**config.mk**
```make
export PLATFORM = sky130hd
export DESIGN_NAME = dmem_sweep_master
export DESIGN_NICKNAME = d
export VERILOG_FILES = /design/src/rtl/dmem_sweep_master.sv
export SDC_FILE = /design/constraint.sdc
export NUM_CORES = 1
export LEC_CHECK = 0
export BUFFER_PORTS_ARGS = -buffer_cell sky130_fd_sc_hd__buf_2
export CAP_MARGIN = 5
export CELL_PAD_IN_SITES_DETAIL_PLACEMENT = 0
export CELL_PAD_IN_SITES_GLOBAL_PLACEMENT = 1
export CORE_AREA = 2 2 317 319
export DETAILED_ROUTE_END_ITERATION = 10
export DIE_AREA = 0 0 319 321
export PLACE_DENSITY = 0.49
export SYNTH_ARGS = -nofsm -noshare
export SYNTH_HDL_FRONTEND = slang
export SYNTH_SLANG_ARGS = --single-unit
```
**constraint.sdc**
```tcl
create_clock -name clk -period 21.8 [get_ports clk]
set_clock_uncertainty 0.05 [all_clocks]
set_input_delay 2.18 -clock clk [delete_from_list [all_inputs] [get_ports clk]]
set_output_delay 2.18 -clock clk [all_outputs]
set_load 0.05 [all_outputs]
```
**src/rtl/dmem_sweep_master.sv**
```systemverilog
// ---------------------------------------------------------------------------
// dmem_sweep_master
//
// Block-copy engine on the 8-port data-memory interface. Each batch reads up
// to eight consecutive words in one cycle (RD) and writes them, optionally
// bit-inverted, to the destination region in the next cycle (WR) using the
// single shared write enable. The number of written words with bit 0 set is
// accumulated in ones_cnt as a completion statistic.
//
// Ports
//   clk, rst_n            clock, asynchronous active-low reset
//   start                 command strobe, accepted only in IDLE
//   src_idx, dst_idx      7-bit word indices, sampled on accept
//   len                   word count 0..127, sampled on accept
//   invert                write ~data when set, sampled on accept
//   busy                  high in RD and WR
//   done                  one-cycle completion pulse
//   ones_cnt              bit-0 population count of written words
//   mem_ready             memory ROM-select, ~busy
//   we                    shared write enable for all eight ports
//   a_0..a_7              byte addresses {23'b0, idx, 2'b00}
//   wd_0..wd_7            write data {16'b0, data}
//   rd_0..rd_7            combinational read data, [15:0] used
//   dbg_state_o           current FSM state (IDLE=0, RD=1, WR=2, DONE=3)
//
// Handshake: a command is taken when start=1 at a rising edge while the FSM
// is in IDLE; start in any other state is dropped without side effects. done
// is a single-cycle pulse and never overlaps busy.
// ---------------------------------------------------------------------------
module dmem_sweep_master (
  input  logic        clk,
  input  logic        rst_n,
  input  logic        start,
  input  logic [6:0]  src_idx,
  input  logic [6:0]  dst_idx,
  input  logic [6:0]  len,
  input  logic        invert,
  output logic        busy,
  output logic        done,
  output logic [7:0]  ones_cnt,
  output logic        mem_ready,
  output logic        we,
  output logic [31:0] a_0,
  output logic [31:0] a_1,
  output logic [31:0] a_2,
  output logic [31:0] a_3,
  output logic [31:0] a_4,
  output logic [31:0] a_5,
  output logic [31:0] a_6,
  output logic [31:0] a_7,
  output logic [31:0] wd_0,
  output logic [31:0] wd_1,
  output logic [31:0] wd_2,
  output logic [31:0] wd_3,
  output logic [31:0] wd_4,
  output logic [31:0] wd_5,
  output logic [31:0] wd_6,
  output logic [31:0] wd_7,
  input  logic [31:0] rd_0,
  input  logic [31:0] rd_1,
  input  logic [31:0] rd_2,
  input  logic [31:0] rd_3,
  input  logic [31:0] rd_4,
  input  logic [31:0] rd_5,
  input  logic [31:0] rd_6,
  input  logic [31:0] rd_7,
  output logic [1:0]  dbg_state_o
);

  typedef enum logic [1:0] {
    S_IDLE = 2'd0,
    S_RD   = 2'd1,
    S_WR   = 2'd2,
    S_DONE = 2'd3
  } state_e;

  state_e      state_q, state_d;

  logic [6:0]  src_q, src_d;
  logic [6:0]  dst_q, dst_d;
  logic [6:0]  rem_q, rem_d;
  logic        inv_q, inv_d;
  logic [7:0]  ones_q, ones_d;
  logic [15:0] lane_q [8];
  logic [15:0] lane_d [8];

  logic [31:0] a_arr  [8];
  logic [31:0] wd_arr [8];
  logic [15:0] rd_arr [8];

  logic [3:0]  act;
  logic [7:0]  lane_act;
  logic [3:0]  wr_ones;

  // Only the low half of each read port carries data.
  logic        unused_rd_hi;
  assign unused_rd_hi = ^{rd_0[31:16], rd_1[31:16], rd_2[31:16], rd_3[31:16],
                          rd_4[31:16], rd_5[31:16], rd_6[31:16], rd_7[31:16]};

  assign rd_arr[0] = rd_0[15:0];
  assign rd_arr[1] = rd_1[15:0];
  assign rd_arr[2] = rd_2[15:0];
  assign rd_arr[3] = rd_3[15:0];
  assign rd_arr[4] = rd_4[15:0];
  assign rd_arr[5] = rd_5[15:0];
  assign rd_arr[6] = rd_6[15:0];
  assign rd_arr[7] = rd_7[15:0];

  assign a_0 = a_arr[0];
  assign a_1 = a_arr[1];
  assign a_2 = a_arr[2];
  assign a_3 = a_arr[3];
  assign a_4 = a_arr[4];
  assign a_5 = a_arr[5];
  assign a_6 = a_arr[6];
  assign a_7 = a_arr[7];

  assign wd_0 = wd_arr[0];
  assign wd_1 = wd_arr[1];
  assign wd_2 = wd_arr[2];
  assign wd_3 = wd_arr[3];
  assign wd_4 = wd_arr[4];
  assign wd_5 = wd_arr[5];
  assign wd_6 = wd_arr[6];
  assign wd_7 = wd_arr[7];

  assign ones_cnt    = ones_q;
  assign mem_ready   = ~busy;
  assign dbg_state_o = state_q;

  function automatic logic [31:0] idx2addr(input logic [6:0] idx);
    return {23'b0, idx, 2'b00};
  endfunction

  // Active lanes in the current batch: min(remaining, 8). Lanes at or above
  // this count mirror lane 0 so their duplicate writes under the shared we
  // are harmless.
  always_comb begin
    act = (rem_q[6:3] != 4'd0) ? 4'd8 : {1'b0, rem_q[2:0]};
    for (int i = 0; i < 8; i++) begin
      lane_act[i] = (4'(i) < act);
    end
  end

  always_comb begin
    wr_ones = 4'd0;
    for (int i = 0; i < 8; i++) begin
      if (lane_act[i]) begin
        wr_ones = wr_ones + {3'b0, lane_q[i][0]};
      end
    end
  end

  // State register.
  always_ff @(posedge clk or negedge rst_n) begin
    if (!rst_n) begin
      state_q <= S_IDLE;
    end else begin
      state_q <= state_d;
    end
  end

  // Next-state logic.
  always_comb begin
    state_d = state_q;
    case (state_q)
      S_IDLE: begin
        if (start) begin
          state_d = (len != 7'd0) ? S_RD : S_DONE;
        end
      end
      S_RD:   state_d = S_WR;
      S_WR:   state_d = (rem_q == {3'b0, act}) ? S_DONE : S_RD;
      S_DONE: state_d = S_IDLE;
      default: state_d = S_IDLE;
    endcase
  end

  // Output logic. Address and data buses are zero outside RD/WR.
  always_comb begin
    busy = 1'b0;
    done = 1'b0;
    we   = 1'b0;
    for (int i = 0; i < 8; i++) begin
      a_arr[i]  = 32'd0;
      wd_arr[i] = 32'd0;
    end
    case (state_q)
      S_RD: begin
        busy = 1'b1;
        for (int i = 0; i < 8; i++) begin
          a_arr[i] = idx2addr(lane_act[i] ? (src_q + 7'(i)) : src_q);
        end
      end
      S_WR: begin
        busy = 1'b1;
        we   = 1'b1;
        for (int i = 0; i < 8; i++) begin
          a_arr[i]  = idx2addr(lane_act[i] ? (dst_q + 7'(i)) : dst_q);
          wd_arr[i] = {16'b0, lane_act[i] ? lane_q[i] : lane_q[0]};
        end
      end
      S_DONE: done = 1'b1;
      default: ;
    endcase
  end

  // Datapath next-state.
  always_comb begin
    src_d  = src_q;
    dst_d  = dst_q;
    rem_d  = rem_q;
    inv_d  = inv_q;
    ones_d = ones_q;
    for (int i = 0; i < 8; i++) begin
      lane_d[i] = lane_q[i];
    end
    case (state_q)
      S_IDLE: begin
        if (start) begin
          src_d  = src_idx;
          dst_d  = dst_idx;
          rem_d  = len;
          inv_d  = invert;
          ones_d = 8'd0;
        end
      end
      S_RD: begin
        for (int i = 0; i < 8; i++) begin
          lane_d[i] = inv_q ? ~rd_arr[i] : rd_arr[i];
        end
      end
      S_WR: begin
        src_d  = src_q + 7'd8;
        dst_d  = dst_q + 7'd8;
        rem_d  = rem_q - {3'b0, act};
        ones_d = ones_q + {4'b0, wr_ones};
      end
      default: ;
    endcase
  end

  always_ff @(posedge clk or negedge rst_n) begin
    if (!rst_n) begin
      src_q  <= 7'd0;
      dst_q  <= 7'd0;
      rem_q  <= 7'd0;
      inv_q  <= 1'b0;
      ones_q <= 8'd0;
      for (int i = 0; i < 8; i++) begin
        lane_q[i] <= 16'd0;
      end
    end else begin
      src_q  <= src_d;
      dst_q  <= dst_d;
      rem_q  <= rem_d;
      inv_q  <= inv_d;
      ones_q <= ones_d;
      for (int i = 0; i < 8; i++) begin
        lane_q[i] <= lane_d[i];
      end
    end
  end

endmodule

```
# ---- Yosys cells after proc, flatten, opt, wreduce, memory -nomap -nowiden
# Cells that the tools add are included.
dict set report totals {
  register_bits 160
  input_bits 281
  out_inout_bits 526
  elab_cells 123
}
dict set report op_classes {
  n_addsub 25
  n_lt_le_gt_ge 8
  eq_ne 5
  mux 55
  n_bitwise 9
  reduce_logical 7
}
# cell count
set op_table {}
lappend op_table {{$pmux 233 s2} 1}
lappend op_table {{$mux 16} 15}
lappend op_table {{$mux 240} 1}
lappend op_table {{$not 16->16} 8}
lappend op_table {{$mux 7} 17}
lappend op_table {{$add 7x3->7 const B} 8}
lappend op_table {{$pmux 7 s2} 3}
lappend op_table {{$mux 4} 8}
lappend op_table {{$add 4x1->4} 7}
lappend op_table {{$add 7x2->7 const B} 4}
lappend op_table {{$lt 3x4->1 const A} 4}
lappend op_table {{$pmux 8 s2} 1}
lappend op_table {{$add 7x1->7 const B} 2}
lappend op_table {{$add 7x4->7 const B} 2}
lappend op_table {{$add 8x4->8} 1}
lappend op_table {{$lt 1x4->1 const A} 2}
lappend op_table {{$lt 2x4->1 const A} 2}
lappend op_table {{$mux 8} 1}
lappend op_table {{$pmux 2 s4} 1}
lappend op_table {{$eq 7x4->1} 1}
lappend op_table {{$reduce_bool 7->1} 1}
lappend op_table {{$sub 7x4->7} 1}
lappend op_table {{$mux 2} 3}
lappend op_table {{$eq 2x2->1 const B} 2}
lappend op_table {{9 further kinds} 13}

# ---- Depth between registers and ports, before layout
# Gate-level depths: netlist (run 1).
dict set report logic_depth {
  word_depth 20
  depth_mapped 38
  ltp_nobuf 34
}

# ---- Worst setup path after synthesis (run 1)
# No wires, ideal clock.
dict set report synth_path {
  kind {register to register}
  startpoint {register rem_q[4]}
  endpoint {register ones_q[7], in the netlist ones_cnt[7]}
  t_arrival_ps 7474
  required_time_ps 21678
  path_slack_ps 14203
  stages_incl_launch_ff 38
  path_buffers 4
  synth_period_minus_slack_ps 7597
  path_cell_list {dfrtp_1 or4_1 buf_2 inv_1 buf_1 nand2_1 clkbuf_1 clkbuf_1 o21a_1 ha_1 a21o_1 ha_1 nand2_1 o21ai_0 a221o_1 ha_1 nand2_1 o21ai_0 (+2 left out) ha_1 mux2_2 ha_1 nand2_1 nand2_1 ha_1 nand3_1 a311o_1 a211oi_1 nor2_1 xor2_1 ha_1 inv_1 o21ai_0 and3_1 nand3_1 xor2_1 nor2_1}
}
dict set report synth_via {
  elab_chain_len 20
  elab_cells_between_ends 27
  cone_classes {8 x add/sub; 8 x order compare; 10 x mux; 1 x reduce/logical}
}
# element line
set synth_rtl {}
lappend synth_rtl {{start: declaration} 81} ;# logic [6:0] rem_q, rem_d;
lappend synth_rtl {{start signal: assignment} 256} ;# rem_q <= rem_d;
lappend synth_rtl {{$reduce_bool 4->1 *} 139} ;# act = (rem_q[6:3] != 4'd0) ? 4'd8 : {1'b0, rem_q[2:0]};
lappend synth_rtl {{$mux 4 *} 139}
lappend synth_rtl {{$lt 1x4->1} 141} ;# lane_act[i] = (4'(i) < act);
lappend synth_rtl {{$mux 1} 148} ;# if (lane_act[i]) begin
lappend synth_rtl {{$add 4x1->4} 149} ;# wr_ones = wr_ones + {3'b0, lane_q[i][0]};
lappend synth_rtl {{$mux 4} 148}
lappend synth_rtl {{$add 4x1->4} 149}
lappend synth_rtl {{$mux 4} 148}
lappend synth_rtl {{(+4 left out)} --}
lappend synth_rtl {{$add 4x1->4} 149}
lappend synth_rtl {{$mux 4} 148}
lappend synth_rtl {{$add 4x1->4} 149}
lappend synth_rtl {{$mux 4} 148}
lappend synth_rtl {{$add 4x1->4} 149}
lappend synth_rtl {{$mux 4 *} 148}
lappend synth_rtl {{$add 8x4->8 *} 237} ;# ones_d = ones_q + {4'b0, wr_ones};
lappend synth_rtl {{$pmux 8 s2 *} 218} ;# case (state_q)
lappend synth_rtl {{end signal: assignment} 258} ;# ones_q <= ones_d;
lappend synth_rtl {{end: declaration} 83} ;# logic [7:0] ones_q, ones_d;
# Every way passes the cells marked *; elsewhere a longest branch is shown, timed or not.
# A chain may end at the register's enable or synchronous reset.

# ---- Worst setup path after layout (run 1)
# Same ends and word-level chain as after synthesis.

==> results of run 1 <==
[kinds of logic after synthesis]
group,count (synthesis)
other,2
adders and majority gates,46
xor gates and xnor gates,218
buffers and inverters,511
AOI/OAI and AO/OA,426
muxes,12
and+or+nand+nor,580
DFF,160
[stage by stage]
stage | power [mW] | area [um2] | util | setup WS [ns]
after detailed placement | 3.20 | 16500 | 0.166 | 13.81
after floorplan | 2.53 | 15900 | - | 14.20
after CTS | 3.56 | 17100 | 0.172 | 13.78
after global routing | 3.82 | 17100 | 0.172 | 13.19
after global placement | 3.20 | 16500 | 0.166 | 13.83
final | 3.48 | 17100 | 0.172 | 13.86
[area by class of cell]
class | instances | share of cell area
diodes | 3 | 0.000440
clock buffers | 21 | 0.0276
clock inverters | 11 | 0.00747
inverters | 20 | 0.00454
multi-input cells | 1611 | 0.514
flip-flops and latches | 160 | 0.235
well taps | 1298 | 0.0951
repair buffers | 379 | 0.117
[worst max-delay path: cells and delay by family, from the launching register on]
kind            cells  cell delay (ns)
fa+ha+maj           9             2.57
xor+xnor            1             0.14
mux                 3             0.77
compound gates      9             1.69
simple gates        8             1.28
flops               1             0.45
buf+inv             4             0.82
[metal layers]
layer / global-route usage / part of all wire / vias to the layer above
met5: 0 / 0.0019 / -
met4: 0.0239 / 0.010 / 20
met3: 0.0383 / 0.068 / 63
met2: 0.202 / 0.45 / 443
met1: 0.178 / 0.47 / 6040
li1: - / - / 6224
[registers in the layout (all words and copies together) (netlist names)]
register     flops
dbg_state_o      2
dst_q            7
inv_q            1
lane_q         128
ones_cnt         8
rem_q            7
src_q            7
[layout by cell type, fill, tap and decap left out, types with 29 or more instances in the layout]
master   netlist  routed
xor2_1        32      32
nor2_1       232     231
ha_1          45      43
o21ai_0       38      38
nand3_1       29      29
a21oi_1      271     268
xnor2_1      184     184
dfrtp_1      160     159
a22oi_1       44      44
buf_2          1     349
conb_1         2     329
nand2_1      261     261
[power groups by stage]
stage | Combinational (mW) | Clock [mW] | Sequential (mW)
after floorplan | 2.00 | 0 | 0.526
after global placement | 2.49 | 0 | 0.705
after detailed placement | 2.50 | 0 | 0.705
after CTS | 2.51 | 0.354 | 0.700
after global routing | 2.74 | 0.362 | 0.715
final | 2.46 | 0.335 | 0.686
[path summary, 6_finish.rpt]
check | startpoint | to | slack [ns] | cells past startpoint
min in group asynchronous | rst_n | lane_q[27] | 1.66 | 1
min | ones_cnt[3] | ones_cnt[3] | 0.48 | 2
max reg2reg | rem_q[4] | ones_cnt[7] | 13.86 | 34
max | rem_q[4] | ones_cnt[7] | 13.86 | 34
min reg2reg | ones_cnt[3] | ones_cnt[3] | 0.48 | 2
max in group asynchronous | rst_n | inv_q | 18.66 | 2
==> impl_metrics.yaml, run 1 <==
power:
  combPwrFrac: 0.707
  power.share.clock: 0.096
  p_leak_nw: 7.97
  power.switching_mw: 2.10
  p_seq_frac: 0.197
  power_density_mw_per_mm2: 204
  peakVddDrop_mv: 0.111
  p_int_mw: 1.38
  switching_share: 0.603
clocking:
  cts.sinks: 160
  cts_root_buf: "clkbuf_16"
  cts.htree.levels: 4
  cts_resized: 0
  cts_tree: "done"
  clockBufferDepth: 2
  postCtsSetupBuffers: 0
  cts.hold.buffers_added: 0
  cts_buffers: 17
  cts.clk_slew.worst_paths_ns: 0.07
  clk_latency_ns: 0.51
synthesis:
  syn-instance-count: 1955
  synth.yosys.seq_area_share: 0.273
  synth_edf_count: 0
  ys_ff_latch: 160
  async_flop_share: 1.00
  synthTopCellsByArea: "dfrtp_1 27%, buf_4 17%, xnor2_1 11%, a21oi_1 9.3%, nand2_1 6.7%"
  synth_compound_area_frac: 0.169
  yosys-top-cells-count: "332 x buf_4, 271 x a21oi_1, 261 x nand2_1"
  synth_top_family_by_area: "buffers and inverters"
  synth.area.mux_share: 0.00846
  syn_avg_cell_area_um2: 7.49
  synthMostInstantiatedCell: "buf_4"
  ys.flop_type: "dfrtp_1"
  synthSimpleGateAreaFrac: 0.160
  yosys.area_share.adder: 0.0398
  syn-cell-area_mm2: 0.0147
  ys_warn_count: 0
  synth_top_area_cell: "dfrtp_1"
  synth_top_area_share: 0.273
  synth_xor_xnor_area_share: 0.132
  synth_cell_types: 63
cells_and_area:
  num-nets-final: 2516
  syn2layout_area_growth_pct: 16.5
  fillCellCount: 11500
  drive_above_1_share: 0.195
  regArea_mm2: 0.00401
  fin_cells: 3503
  multi_input_area_mm2: 0.00877
routing:
  routedWlPerCell_um: 19.4
  ant_nets: 0
  firstDrtPassIters: 5
  drc: 0
  drt_iter0_drc: 805
  viasPerCell: 3.65
  wl_mm: 67.9
  vias: 12800
sta:
  rsz0062_at_grt: "false"
  tightest_slew_ns: 1.56
  fin_crit_ns: 7.94
  whs_ns: 0.476
  slew_violations: 38
  hold_viol_final: 0
  period_share: 0.364
  relSlewSlack: -0.0403
  fmax_mhz: 126
  fin_tns_setup_ns: 0
  setup_viol: 0
setup_path:
  crit_path_top_delay_cell: "or4_2"
  cp-end-kind: "flop"
  worstPathRequired_ns: 22.10
  cp_slowest_stage_delay_ns: 0.67
  arrival_ns: 8.25
  criticalPathCategory: "reg -> reg"
  cp-start-kind: "flop"
  cp_max_fo: 42
  cpMostUsedCell: "ha_1"
floorplan:
  initial_utilization: 0.148
  core_area_mm2: 0.0993
  fp.dieW_um: 319
  ioPinCount: 807
  dieArea_mm2: 0.102
  rows: 116
  fp.dieH_um: 321
global_route:
  track_usage: 0.130
  grt_pass1_wl_mm: 94.7
  grt_pass1_vias: 12000
  grt_overflow_total: 0
  antenna_found_initial: 26
  grt_max_degree: 130
place:
  place.gp.congestion: 0.759
  hpwl_mm: 49.5
  port_buffers: 350
  dp_cells: 3468
min_path:
  hp-class: "reg -> reg"
run_status:
  violations: "max-slew violations"
  status: "finished, violations left"
flow_run:
  maxCapViolCount: 0
Power figures use the tool's default switching activity.
==> run 2, diff against run 1 <==
--- a/config.mk
+++ b/config.mk
@@ -9,10 +9,10 @@
 export CAP_MARGIN = 5
 export CELL_PAD_IN_SITES_DETAIL_PLACEMENT = 0
 export CELL_PAD_IN_SITES_GLOBAL_PLACEMENT = 1
-export CORE_AREA = 2 2 317 319
+export CORE_AREA = 2 2 311 313
 export DETAILED_ROUTE_END_ITERATION = 10
-export DIE_AREA = 0 0 319 321
-export PLACE_DENSITY = 0.49
+export DIE_AREA = 0 0 313 315
+export PLACE_DENSITY = 0.52
 export SYNTH_ARGS = -nofsm -noshare
 export SYNTH_HDL_FRONTEND = slang
 export SYNTH_SLANG_ARGS = --single-unit
==> constraint.sdc (replaced) <==
create_clock -name clk -period 6.8 [get_ports clk]
set_clock_uncertainty 0.05 [all_clocks]
set_input_delay 0.68 -clock clk [delete_from_list [all_inputs] [get_ports clk]]
set_output_delay 0.68 -clock clk [all_outputs]
set_load 0.05 [all_outputs]
==> impl_metrics.yaml, run 2 (synthesis results as in run 1) <==
run_status:
  status: "complete, no violations"
setup_path:
  cp_slowest_stage_delay_ns: 0.58
  crit_path_top_delay_cell: "or4_4"
  worstPathRequired_ns: 7.10
  arrival_ns: 6.81
  cp_max_fo: 3
  criticalPathCategory: "reg -> reg"
  cp-start-kind: "flop"
  cp-end-kind: "flop"
clocking:
  cts_tree: "done"
  cts.sinks: 160
  cts_root_buf: "clkbuf_16"
  cts.clk_slew.worst_paths_ns: 0.08
  clk_latency_ns: 0.51
  clockBufferDepth: 2
  cts.htree.levels: 4
  cts.hold.buffers_added: 0
  cts_buffers: 17
global_route:
  antenna_found_initial: 24
  grt_pass1_vias: 11900
  track_usage: 0.132
  grt_pass1_wl_mm: 92.7
  grt_max_degree: 200
  grt_overflow_total: 0
floorplan:
  dieArea_mm2: 0.0986
  rows: 114
  ioPinCount: 807
  initial_utilization: 0.153
  fp.dieH_um: 315
  core_area_mm2: 0.0957
  fp.dieW_um: 313
place:
  place.gp.congestion: 0.785
  placed_cell_area_mm2: 0.0167
  dp_cells: 3468
  port_buffers: 350
  pre_cts_ws_ns: -0.0700
  hpwl_mm: 48.9
routing:
  ant_nets: 0
  firstDrtPassIters: 5
  routedWlPerCell_um: 19.1
  drt_iter0_drc: 637
  vias: 13000
  wl_mm: 67.0
  drc: 0
  viasPerCell: 3.70
cells_and_area:
  num-nets-final: 2541
  multi_input_area_mm2: 0.00894
  final_cell_mix: "349 x buf_2, 329 x conb_1, 266 x a21oi_1"
  layout_commonest_cell: "buf_2"
  largest_reg_flops: 128
  design_area_mm2: 0.0174
  syn2layout_area_growth_pct: 18.7
  top_register: "lane_q"
  fin_util: 0.182
  drive_above_1_share: 0.215
  fin_cells: 3508
  regArea_mm2: 0.00401
  fillCellCount: 11100
flow_run:
  maxCapViolCount: 0
sta:
  fin_crit_ns: 6.51
  fin_tns_setup_ns: 0
  fmax_mhz: 154
  tightest_slew_ns: 1.16
  relSlewSlack: 0.224
  slew_violations: 0
  period_share: 0.957
  setup_viol: 0
  rsz0062_at_grt: "false"
  hold_viol_final: 0
  whs_ns: 0.217
  fin_ws_ns: 0.291
min_path:
  hp-class: "in -> async"
power:
  power_density_mw_per_mm2: 692
  p_leak_nw: 8.11
  p_total_mw: 12.0
  peakVddDrop_mv: 0.412
-- run 2: cell count changes in the layout (fill, tap and decap cells not counted), moves of 2 or more --
cell | previous run | this run
buf_4 | 28 | 52
mux2_4 | 0 | 2
diode_2 | 3 | 5
mux2_2 | 3 | 1
inv_1 | 18 | 16
o21ai_0 | 38 | 31
a21oi_1 | 268 | 266
ha_1 | 43 | 35
o21ai_1 | 1 | 4
clkbuf_8 | 4 | 2
ha_4 | 2 | 9
a21oi_2 | 1 | 3
clkinv_2 | 2 | 4
o21ai_2 | 0 | 4
-- run 2: path summary, 6_finish.rpt --
path,from,to,cells past startpoint,slack (ns)
setup reg to reg,rem_q[6],ones_cnt[7],33,0.29
hold reg to reg,lane_q[50],lane_q[50],2,0.47
min in group clk,invert,inv_q,2,0.35
setup / recovery,rem_q[6],ones_cnt[7],33,0.29
hold / removal,rst_n,lane_q[76],1,0.22
max in group asynchronous,rst_n,inv_q,2,5.22
-- run 2: metal layers --
metal,vias up,track usage,wire [um]
li1,6266,-,-
met2,494,0.196,29100
met4,8,0.0332,1070
met1,6161,0.187,32000
met3,58,0.0368,4670
met5,-,0,55
-- run 2: final cells by class --
type	instances	share of cell area
Clock buffer	20	0.0257
Timing Repair Buffer	404	0.126
Antenna cell	5	0.000720
Tap cell	1276	0.0918
Inverter	20	0.00461
Multi-Input combinational cell	1611	0.514
Sequential cell	160	0.231
Clock inverter	12	0.00626
-- run 2: what timing repair did --
item	CTS	global route
buffers inserted	0	3
endpoints found under the setup margin	3	4
resized for setup	1	14
pin swaps	0	15
-- run 2: where the power goes --
group	total [mW]	switching [mW]	internal, mW
sequential	2.19	0.766	1.42
clock	1.01	0.491	0.514
combinational	8.83	5.74	3.09
total	12.0	7.00	5.02
-- run 2: critical path, delay by kind of cell (launching register included) --
| family | cells | cell delay [ns] |
|---|---|---|
| fa+ha+maj | 8 | 1.96 |
| flops | 1 | 0.38 |
| compound gates | 8 | 1.52 |
| xor+xnor | 2 | 0.31 |
| buf+inv | 2 | 0.13 |
| mux | 2 | 0.60 |
| simple gates | 11 | 1.38 |
